`config.mk`:
```
export PLATFORM = sky130hd
export DESIGN_NAME = ahblite_arbiter_2m
export DESIGN_NICKNAME = d
export VERILOG_FILES = /design/src/rtl/ahblite_pkg.sv /design/src/rtl/ahblite_arb_port.sv /design/src/rtl/ahblite_arbiter_2m.sv
export SDC_FILE = /design/constraint.sdc
export NUM_CORES = 1
export LEC_CHECK = 0
export ABC_AREA = 1
export CAP_MARGIN = 30
export CORE_MARGIN = 2
export CORE_UTILIZATION = 45
export CTS_BUF_LIST = sky130_fd_sc_hd__clkbuf_16
export DETAILED_ROUTE_END_ITERATION = 12
export HOLD_SLACK_MARGIN = 0.05
export PLACE_DENSITY = 0.87
export SLEW_MARGIN = 40
export SYNTH_ARGS = -nofsm -noshare
export SYNTH_HDL_FRONTEND = slang
export SYNTH_SLANG_ARGS = --single-unit
```
`constraint.sdc`:
```
create_clock -name HCLK -period 5.8 [get_ports HCLK]
set_input_delay 0.87 -clock HCLK [delete_from_list [all_inputs] [get_ports HCLK]]
set_output_delay 0.87 -clock HCLK [all_outputs]
set_load 0.005 [all_outputs]
```
`src/rtl/ahblite_pkg.sv`:
```
// Shared AHB-Lite encodings for the two-master arbiter: transfer types,
// response codes and the data-phase owner tag.
package ahblite_pkg;

    typedef enum logic [1:0] {
        HTRANS_IDLE   = 2'b00,
        HTRANS_BUSY   = 2'b01,
        HTRANS_NONSEQ = 2'b10,
        HTRANS_SEQ    = 2'b11
    } htrans_e;

    typedef enum logic {
        HRESP_OKAY  = 1'b0,
        HRESP_ERROR = 1'b1
    } hresp_e;

    typedef enum logic [1:0] {
        OWNER_NONE = 2'b00,
        OWNER_M0   = 2'b01,
        OWNER_M1   = 2'b10
    } owner_e;

endpackage

```
`src/rtl/ahblite_arb_port.sv`:
```
// One master-facing port of the arbiter: pending address-phase register,
// request-source selection and per-master HREADY/HRESP generation.
module ahblite_arb_port
    import ahblite_pkg::*;
(
    input  logic        clk_i,
    input  logic        rst_i,
    input  logic [31:0] haddr_i,
    input  logic [1:0]  htrans_i,
    input  logic        hwrite_i,
    input  logic [2:0]  hsize_i,
    input  logic        hready_i,
    input  logic        hresp_i,
    input  logic        win_i,
    input  logic        owner_i,
    output logic        req_o,
    output logic [31:0] src_addr_o,
    output logic [1:0]  src_trans_o,
    output logic        src_write_o,
    output logic [2:0]  src_size_o,
    output logic        mhready_o,
    output logic        mhresp_o
);

    logic        pend_q, pend_d;
    logic [31:0] paddr_q, paddr_d;
    logic [1:0]  ptrans_q, ptrans_d;
    logic        pwrite_q, pwrite_d;
    logic [2:0]  psize_q, psize_d;
    logic        live;
    logic        accept;

    // A pending master is stalled until its captured transfer finishes its data phase.
    assign mhready_o = pend_q ? 1'b0 : (owner_i ? hready_i : 1'b1);
    assign mhresp_o  = owner_i ? hresp_i : HRESP_OKAY;

    assign live   = htrans_i[1] & mhready_o;
    assign accept = hready_i & win_i;
    assign req_o  = pend_q | live;

    assign src_addr_o  = pend_q ? paddr_q  : haddr_i;
    assign src_trans_o = pend_q ? ptrans_q : htrans_i;
    assign src_write_o = pend_q ? pwrite_q : hwrite_i;
    assign src_size_o  = pend_q ? psize_q  : hsize_i;

    always_comb begin
        pend_d   = pend_q;
        paddr_d  = paddr_q;
        ptrans_d = ptrans_q;
        pwrite_d = pwrite_q;
        psize_d  = psize_q;
        if (pend_q && accept) begin
            pend_d = 1'b0;
        end else if (live && !accept) begin
            pend_d   = 1'b1;
            paddr_d  = haddr_i;
            ptrans_d = htrans_i;
            pwrite_d = hwrite_i;
            psize_d  = hsize_i;
        end
    end

    always_ff @(posedge clk_i) begin
        if (rst_i) begin
            pend_q   <= 1'b0;
            paddr_q  <= '0;
            ptrans_q <= HTRANS_IDLE;
            pwrite_q <= 1'b0;
            psize_q  <= '0;
        end else begin
            pend_q   <= pend_d;
            paddr_q  <= paddr_d;
            ptrans_q <= ptrans_d;
            pwrite_q <= pwrite_d;
            psize_q  <= psize_d;
        end
    end

endmodule

```
`src/rtl/ahblite_arbiter_2m.sv`:
```
// Two-master AHB-Lite arbiter: picks one address phase per HREADY cycle,
// tracks data-phase ownership and routes HWDATA/HREADY/HRESP accordingly.
module ahblite_arbiter_2m
    import ahblite_pkg::*;
(
    input  logic        RR_EN,
    input  logic        HCLK,
    input  logic        HRESET,
    input  logic [31:0] M0_HADDR,
    input  logic [1:0]  M0_HTRANS,
    input  logic        M0_HWRITE,
    input  logic [2:0]  M0_HSIZE,
    input  logic [31:0] M0_HWDATA,
    output logic        M0_HREADY,
    output logic [31:0] M0_HRDATA,
    output logic        M0_HRESP,
    input  logic [31:0] M1_HADDR,
    input  logic [1:0]  M1_HTRANS,
    input  logic        M1_HWRITE,
    input  logic [2:0]  M1_HSIZE,
    input  logic [31:0] M1_HWDATA,
    output logic        M1_HREADY,
    output logic [31:0] M1_HRDATA,
    output logic        M1_HRESP,
    output logic [31:0] HADDR,
    output logic [1:0]  HTRANS,
    output logic        HWRITE,
    output logic [2:0]  HSIZE,
    output logic [31:0] HWDATA,
    input  logic        HREADY,
    input  logic [31:0] HRDATA,
    input  logic        HRESP
);

    // last_grant: 0 = M0, 1 = M1
    logic        lg_q, lg_d;
    owner_e      owner_q, owner_d;
    logic [31:0] hold_addr_q, hold_addr_d;
    logic        hold_write_q, hold_write_d;
    logic [2:0]  hold_size_q, hold_size_d;

    logic        req0, req1;
    logic [31:0] addr0, addr1;
    logic [1:0]  trans0, trans1;
    logic        write0, write1;
    logic [2:0]  size0, size1;

    logic        lg_req;
    logic [1:0]  lg_trans;
    logic        win_valid, win_sel;
    logic        grant_valid, grant_sel;

    ahblite_arb_port u_port0 (
        .clk_i(HCLK), .rst_i(HRESET),
        .haddr_i(M0_HADDR), .htrans_i(M0_HTRANS), .hwrite_i(M0_HWRITE), .hsize_i(M0_HSIZE),
        .hready_i(HREADY), .hresp_i(HRESP),
        .win_i(win_valid & ~win_sel), .owner_i(owner_q == OWNER_M0),
        .req_o(req0), .src_addr_o(addr0), .src_trans_o(trans0),
        .src_write_o(write0), .src_size_o(size0),
        .mhready_o(M0_HREADY), .mhresp_o(M0_HRESP)
    );

    ahblite_arb_port u_port1 (
        .clk_i(HCLK), .rst_i(HRESET),
        .haddr_i(M1_HADDR), .htrans_i(M1_HTRANS), .hwrite_i(M1_HWRITE), .hsize_i(M1_HSIZE),
        .hready_i(HREADY), .hresp_i(HRESP),
        .win_i(win_valid & win_sel), .owner_i(owner_q == OWNER_M1),
        .req_o(req1), .src_addr_o(addr1), .src_trans_o(trans1),
        .src_write_o(write1), .src_size_o(size1),
        .mhready_o(M1_HREADY), .mhresp_o(M1_HRESP)
    );

    assign M0_HRDATA = HRDATA;
    assign M1_HRDATA = HRDATA;

    assign lg_req   = lg_q ? req1 : req0;
    assign lg_trans = lg_q ? trans1 : trans0;

    // A SEQ beat from the last granted master locks the bus for the rest of its burst.
    always_comb begin
        win_valid = 1'b0;
        win_sel   = lg_q;
        if (lg_req && lg_trans == HTRANS_SEQ) begin
            win_valid = 1'b1;
            win_sel   = lg_q;
        end else if (req0 && req1) begin
            win_valid = 1'b1;
            win_sel   = RR_EN ? ~lg_q : 1'b0;
        end else if (req0) begin
            win_valid = 1'b1;
            win_sel   = 1'b0;
        end else if (req1) begin
            win_valid = 1'b1;
            win_sel   = 1'b1;
        end
    end

    // During slave wait states the grant is frozen on last_grant.
    assign grant_valid = HREADY ? win_valid : lg_req;
    assign grant_sel   = HREADY ? win_sel   : lg_q;

    always_comb begin
        HTRANS = HTRANS_IDLE;
        HADDR  = hold_addr_q;
        HWRITE = hold_write_q;
        HSIZE  = hold_size_q;
        if (grant_valid) begin
            HTRANS = grant_sel ? trans1 : trans0;
            HADDR  = grant_sel ? addr1  : addr0;
            HWRITE = grant_sel ? write1 : write0;
            HSIZE  = grant_sel ? size1  : size0;
        end else if (lg_trans == HTRANS_BUSY) begin
            HTRANS = HTRANS_BUSY;
            HADDR  = lg_q ? addr1  : addr0;
            HWRITE = lg_q ? write1 : write0;
            HSIZE  = lg_q ? size1  : size0;
        end
    end

    always_comb begin
        HWDATA = '0;
        case (owner_q)
            OWNER_M0: HWDATA = M0_HWDATA;
            OWNER_M1: HWDATA = M1_HWDATA;
            default:  HWDATA = '0;
        endcase
    end

    always_comb begin
        lg_d         = lg_q;
        owner_d      = owner_q;
        hold_addr_d  = hold_addr_q;
        hold_write_d = hold_write_q;
        hold_size_d  = hold_size_q;
        if (HREADY) begin
            if (win_valid) begin
                lg_d         = win_sel;
                owner_d      = win_sel ? OWNER_M1 : OWNER_M0;
                hold_addr_d  = win_sel ? addr1  : addr0;
                hold_write_d = win_sel ? write1 : write0;
                hold_size_d  = win_sel ? size1  : size0;
            end else begin
                owner_d = OWNER_NONE;
            end
        end
    end

    always_ff @(posedge HCLK) begin
        if (HRESET) begin
            lg_q         <= 1'b1;
            owner_q      <= OWNER_NONE;
            hold_addr_q  <= '0;
            hold_write_q <= 1'b0;
            hold_size_q  <= '0;
        end else begin
            lg_q         <= lg_d;
            owner_q      <= owner_d;
            hold_addr_q  <= hold_addr_d;
            hold_write_q <= hold_write_d;
            hold_size_q  <= hold_size_d;
        end
    end

endmodule
```
-- Word level (Yosys, flattened, before mapping)
Index checks and enable logic that the tools add are counted.
W data, S select, Z words.
- logic and storage cells: 92
- flip-flop bits (word level): 117
- bits of input ports: 177
- output and inout port bits: 138
- memories: 0
- bits in read-only memories: 0
- RAM bits: 0
- bits in latches: 0
- multipliers: 0
- reduce and logical (&&, ||, !) cells: 13
- muxes and demuxes: 48
- $add $sub $neg: 0
- bitwise operators: 12
- divide/modulo/power cells: 0
- magnitude comparators: 0
- equal/unequal tests: 4
- shift-type cells: 0
- operators by type and width (cell ; number):
    $mux W32 ; 7
    $pmux W32 S2 ; 1
    $mux W1 ; 26
    $mux W3 ; 7
    $mux W2 ; 7
    $and A1 B1 Y1 ; 6
    $logic_and A1 B1 Y1 ; 6
    $reduce_and A2 Y1 ; 3
    $eq A2 B1 Y1 const B ; 2
    $eq A2 B2 Y1 const B ; 2
    $not A1 Y1 ; 4
    $reduce_or A2 Y1 ; 2
    $logic_not A1 Y1 ; 2
    $or A1 B1 Y1 ; 2

-- Longest topological paths before layout
- depth in word-level cells: 15
- mapped depth: 18
- depth with buffers taken out: 14

-- Modules after synthesis
Synthesis repeated with hierarchy kept, for this count alone.
- cell total of the unflattened synthesis: 1739
- area total of the unflattened synthesis: 9836.9 um2
- by module, submodules not included (module ; seq. area each (um2) ; cells each ; area an instance (um2) ; times used):
    ahblite_arbiter_2m ; 780.7 ; 901 ; 4994.8 ; 1
    ahblite_arb_port ; 780.7 ; 419 ; 2421.1 ; 2

-- Least setup slack after synthesis
OpenSTA, ideal clock, no wires.
- path type: input port to output port
- start point: input port HREADY
- end point: output port HADDR[13]
- arrival time: 2.264 ns
- setup slack: 2.666 ns
- stages: 15
- data required time: 4.930 ns
- path buffers: 3
- cell sequence: inv_2 nand2_1 nand2_1 nand2_2 nand2_1 nand2_2 nand2_1 nand2_2 buf_6 nand3_4 buf_2 buf_2 nand3_1 nand3_1 nand2_1
- cells in the longest elaborated chain, start to end: 11
- elaborated cells between the ends (all ways): 23
- classes of those cells: 17 x mux; 4 x bitwise; 2 x reduce/logical
- ends and longest elaborated chain (what ; line ; text):
    start: declaration ; ahblite_arbiter_2m.sv:30 ; input logic HREADY,
    $mux W1 (2 in series) ; ahblite_arb_port.sv:34 ; assign mhready_o = pend_q ? 1'b0 : (owner_i ? hready_i : 1'b1);
    $and A1 B1 Y1 ; ahblite_arb_port.sv:37 ; assign live = htrans_i[1] & mhready_o;
    $or A1 B1 Y1 ; ahblite_arb_port.sv:39 ; assign req_o = pend_q | live;
    $mux W1 ; ahblite_arbiter_2m.sv:92 ; end else if (req1) begin
    $mux W1 ; ahblite_arbiter_2m.sv:89 ; end else if (req0) begin
    $mux W1 ; ahblite_arbiter_2m.sv:86 ; end else if (req0 && req1) begin
    $mux W1 ; ahblite_arbiter_2m.sv:83 ; if (lg_req && lg_trans == HTRANS_SEQ) begin
    $mux W1 ; ahblite_arbiter_2m.sv:100 ; assign grant_sel = HREADY ? win_sel : lg_q;
    $mux W32 ; ahblite_arbiter_2m.sv:109 ; HADDR = grant_sel ? addr1 : addr0;
    $mux W32 * ; ahblite_arbiter_2m.sv:107 ; if (grant_valid) begin
    end: declaration ; ahblite_arbiter_2m.sv:25 ; output logic [31:0] HADDR,
Mark *: on every way between the ends. The rest lies on a longest branch, timed or not.

-- Final worst setup path
- start point: register lg_q
- end point: output port HADDR[8]
- cells in the longest elaborated chain, start to end: 7
- elaborated cells between the ends (all ways): 18
- classes of those cells: 2 x eq/ne; 14 x mux; 1 x bitwise; 1 x reduce/logical
- ends and longest elaborated chain (what ; line ; text):
    start: declaration ; ahblite_arbiter_2m.sv:36 ; logic lg_q, lg_d;
    start signal: assignment ; ahblite_arbiter_2m.sv:156 ; lg_q <= lg_d;
    $mux W1 (tied with other cells) ; ahblite_arbiter_2m.sv:92 ;
    $mux W1 (tied with other cells) ; ahblite_arbiter_2m.sv:89 ;
    $mux W1 / $logic_and A1 B1 Y1 (equally long branches) ; ahblite_arbiter_2m.sv:86, ahblite_arbiter_2m.sv:83 ;
    $mux W1 ; ahblite_arbiter_2m.sv:83 ;
    $mux W1 ; ahblite_arbiter_2m.sv:100 ;
    $mux W32 ; ahblite_arbiter_2m.sv:109 ;
    $mux W32 * ; ahblite_arbiter_2m.sv:107 ;
Marked as above.

==> out/qor.csv <==
metric;value;unit
hold_buffers;0;
tightest_slew;0.7855;ns
dp_hpwl;21.17;mm
die_width;145.8;um
syn_area;9052;um^2
path_class;flip-flop to output port;
grt_pass1_vias;9103;
whs_path_depth;2;
placed_cells;1791;
core_area;19590;um^2
reg2reg_slack;1.37;ns
cts_buffers;17;
ff2ff_path_depth;14;
worstSetupEndpointType;output port;
maxCapViolCount;0;
synth_area_per_cell;6.162;um^2
placed_area;10700;um^2
p_leak;5.014;nW
drt_iter0_drc;1357;
cts_tree;yes;
yosysSeqAreaShare;0.2587;
syn-num-nets;1648;
yosysWarnings;0;
min-delay-start;u_port0.paddr_q[13];
cts.sinks;117;
r2r-end;u_port0.paddr_q[2];
synth.distinct_cells;28;
hold_path_end;u_port0.paddr_q[13];
drtAntennaViolNets;0;
required;4.93;ns
final_util;0.5722;
fill_cells;1794;
finalSetupViolations;0;
routabilityCongestion;0.9486;
grt_pass1_wl;48.73;mm
htreeDepth;4;
dieHeight;145.8;um
synth_seq_cells;117;
fin_nets;1724;
final_hold_viol_count;0;
postCtsSetupBuffers;0;
rsz0062_at_grt;no;
layout-drive-gt1-share;0.08997;
drt_first_pass_iters;6;
max_freq;191.5;MHz
seq_area;2342;um^2
fin_skew;0.007842;ns
groute.usage.overall;0.2809;
vdd_drop_max;0.2766;mV
synth_area_leaders;dfxtp_1, nand2_1, nand3_1, buf_4, nor2_1;
route.detailed.drc;0;
area_delta_synth_final;23.83;%
hold_slack;0.4692;ns
drt_wl_total;31.50;mm
via_count;10260;
relSlewSlack;0.4764;
cp-start-kind;flip-flop;
slew_violations;0;
power-per-cell-area;364.9;nW/um^2
synth_top_area_frac;0.2587;
vias_per_cell;5.633;
worstPathArrival;4.35;ns
design_area;11210;um^2
routedWlPerCell;17.30;um
multiInputGateArea;5182;um^2
cts.clk_slew.worst_paths;0.05;ns
hp-class;flip-flop to flip-flop;
clk-insertion-delay-late;0.43;ns
status;completed;
die-area;21270;um^2
tns;0;ns
crit_fanout;42;
num_rows;51;
grt_max_degree;76;
antenna_cells;0;
ctsResizeCount;0;
grt_overflow;0;
cts_buffer_depth;2;
initial_core_util;0.4621;
dp_slack;1.289;ns
grt_antenna_before_repair;0;
top_level_ports;315;
finalCriticalPeriod;5.221;ns
setup_ws;0.5787;ns
io_buffers;218;
cts_root_buffer;clkbuf_16;
total_power;4.091;mW
regToRegStartpoint;lg_q;
syn_inst;1469;
instances_no_fill;1821;
synth_area_leader_cell;dfxtp_1;
finalCritPeriodShare;0.9002;
==> area by class of cell <==
cell class                 count  share of cell area
clock buffer                  17             0.03795
tap                          265             0.02958
sequential                   117              0.2090
timing repair buffer         240              0.2105
clock inverter                13            0.007144
multi-input combinational   1040              0.4623
inverter                     129             0.04353
==> critical path, stage by stage, from the launching register on <==
cell and delay, ns:
dfxtp_1 0.31, buf_4 0.45, clkinv_2 0.71, nand3_1 0.38, nand2_1 0.07, nor2_1 0.16
nand3_2 0.13, nand3_4 0.12, nand2_1 0.42, buf_12 0.35, nand2_1 0.07, nand3_1 0.06
nand2_1 0.12, clkdlybuf4s50_1 0.53
==> placed cells by master, fill, tap and decap left out, types with 10 or more instances in the layout <==
master           Yosys  layout
dfxtp_1            117     117
o211ai_1            36      36
or2_2               72      72
o21bai_1            38      38
nor2_1             121     121
inv_2               10      10
buf_4               69      21
clkbuf_16            0      17
nand4_1             36      36
o21ai_0             36      36
nand3b_1            37      37
nand2_1            351     351
o21a_1              36      36
inv_1              119     122
clkdlybuf4s50_1      0     218
nand3_1            188     188
a21oi_1             74      74
==> cells by family after synthesis <==
group	count (synthesis)	share of synthesized area
AOI/OAI and AO/OA	223	0.1554
adders and majority gates	2	0.002764
buffers and inverters	312	0.1690
DFF	117	0.2587
and+or+nand+nor	815	0.4141
==> routing by layer <==
metal,vias up,track usage,part of all wire
li1,4842,-,-
met5,-,0,0
met3,122,0.05266,0.11
met1,4655,0.3847,0.41
met2,638,0.4333,0.44
met4,0,0.1176,0.037
==> cells in the mapped netlist <==
cell      number
nand2_1      351
nand3_1      188
nor2_1       121
inv_1        119
dfxtp_1      117
a21oi_1       74
or2_2         72
buf_4         69
clkbuf_1      64
o21bai_1      38
nand3b_1      37
nand4_1       36
o211ai_1      36
o21a_1        36
o21ai_0       36
buf_2         32
buf_1         10
inv_2         10
buf_6          8
nand2_2        6
ha_1           2
a21oi_2        1
a21oi_4        1
and2_1         1
nand2_4        1
nand3_2        1
nand3_4        1
o21ai_1        1
==> flip-flops by register name (all words and copies together) (netlist names) <==
name	cells
lg_q	1
owner_q	2
u_port1.pwrite_q	1
u_port0.paddr_q	32
hold_write_q	1
u_port0.pend_q	1
u_port0.pwrite_q	1
hold_size_q	3
u_port1.ptrans_q	2
u_port0.psize_q	3
u_port1.psize_q	3
u_port1.pend_q	1
u_port0.ptrans_q	2
u_port1.paddr_q	32
hold_addr_q	32
==> where the power goes <==
part | internal [mW] | switching (mW)
Sequential | 0.965 | 0.0773
Clock | 0.565 | 0.363
Combinational | 0.857 | 1.26
Total | 2.39 | 1.70
==> worst max path at each step <==
stage	from	end
6_report	lg_q	HADDR[8]
5_1_grt	lg_q	HADDR[10]
4_1_cts	lg_q	HADDR[23]
3_5_place_dp	HREADY	HADDR[23]
3_3_place_gp	HREADY	HADDR[20]
2_1_floorplan	HREADY	HADDR[13]
Power figures use the tool's default switching activity.
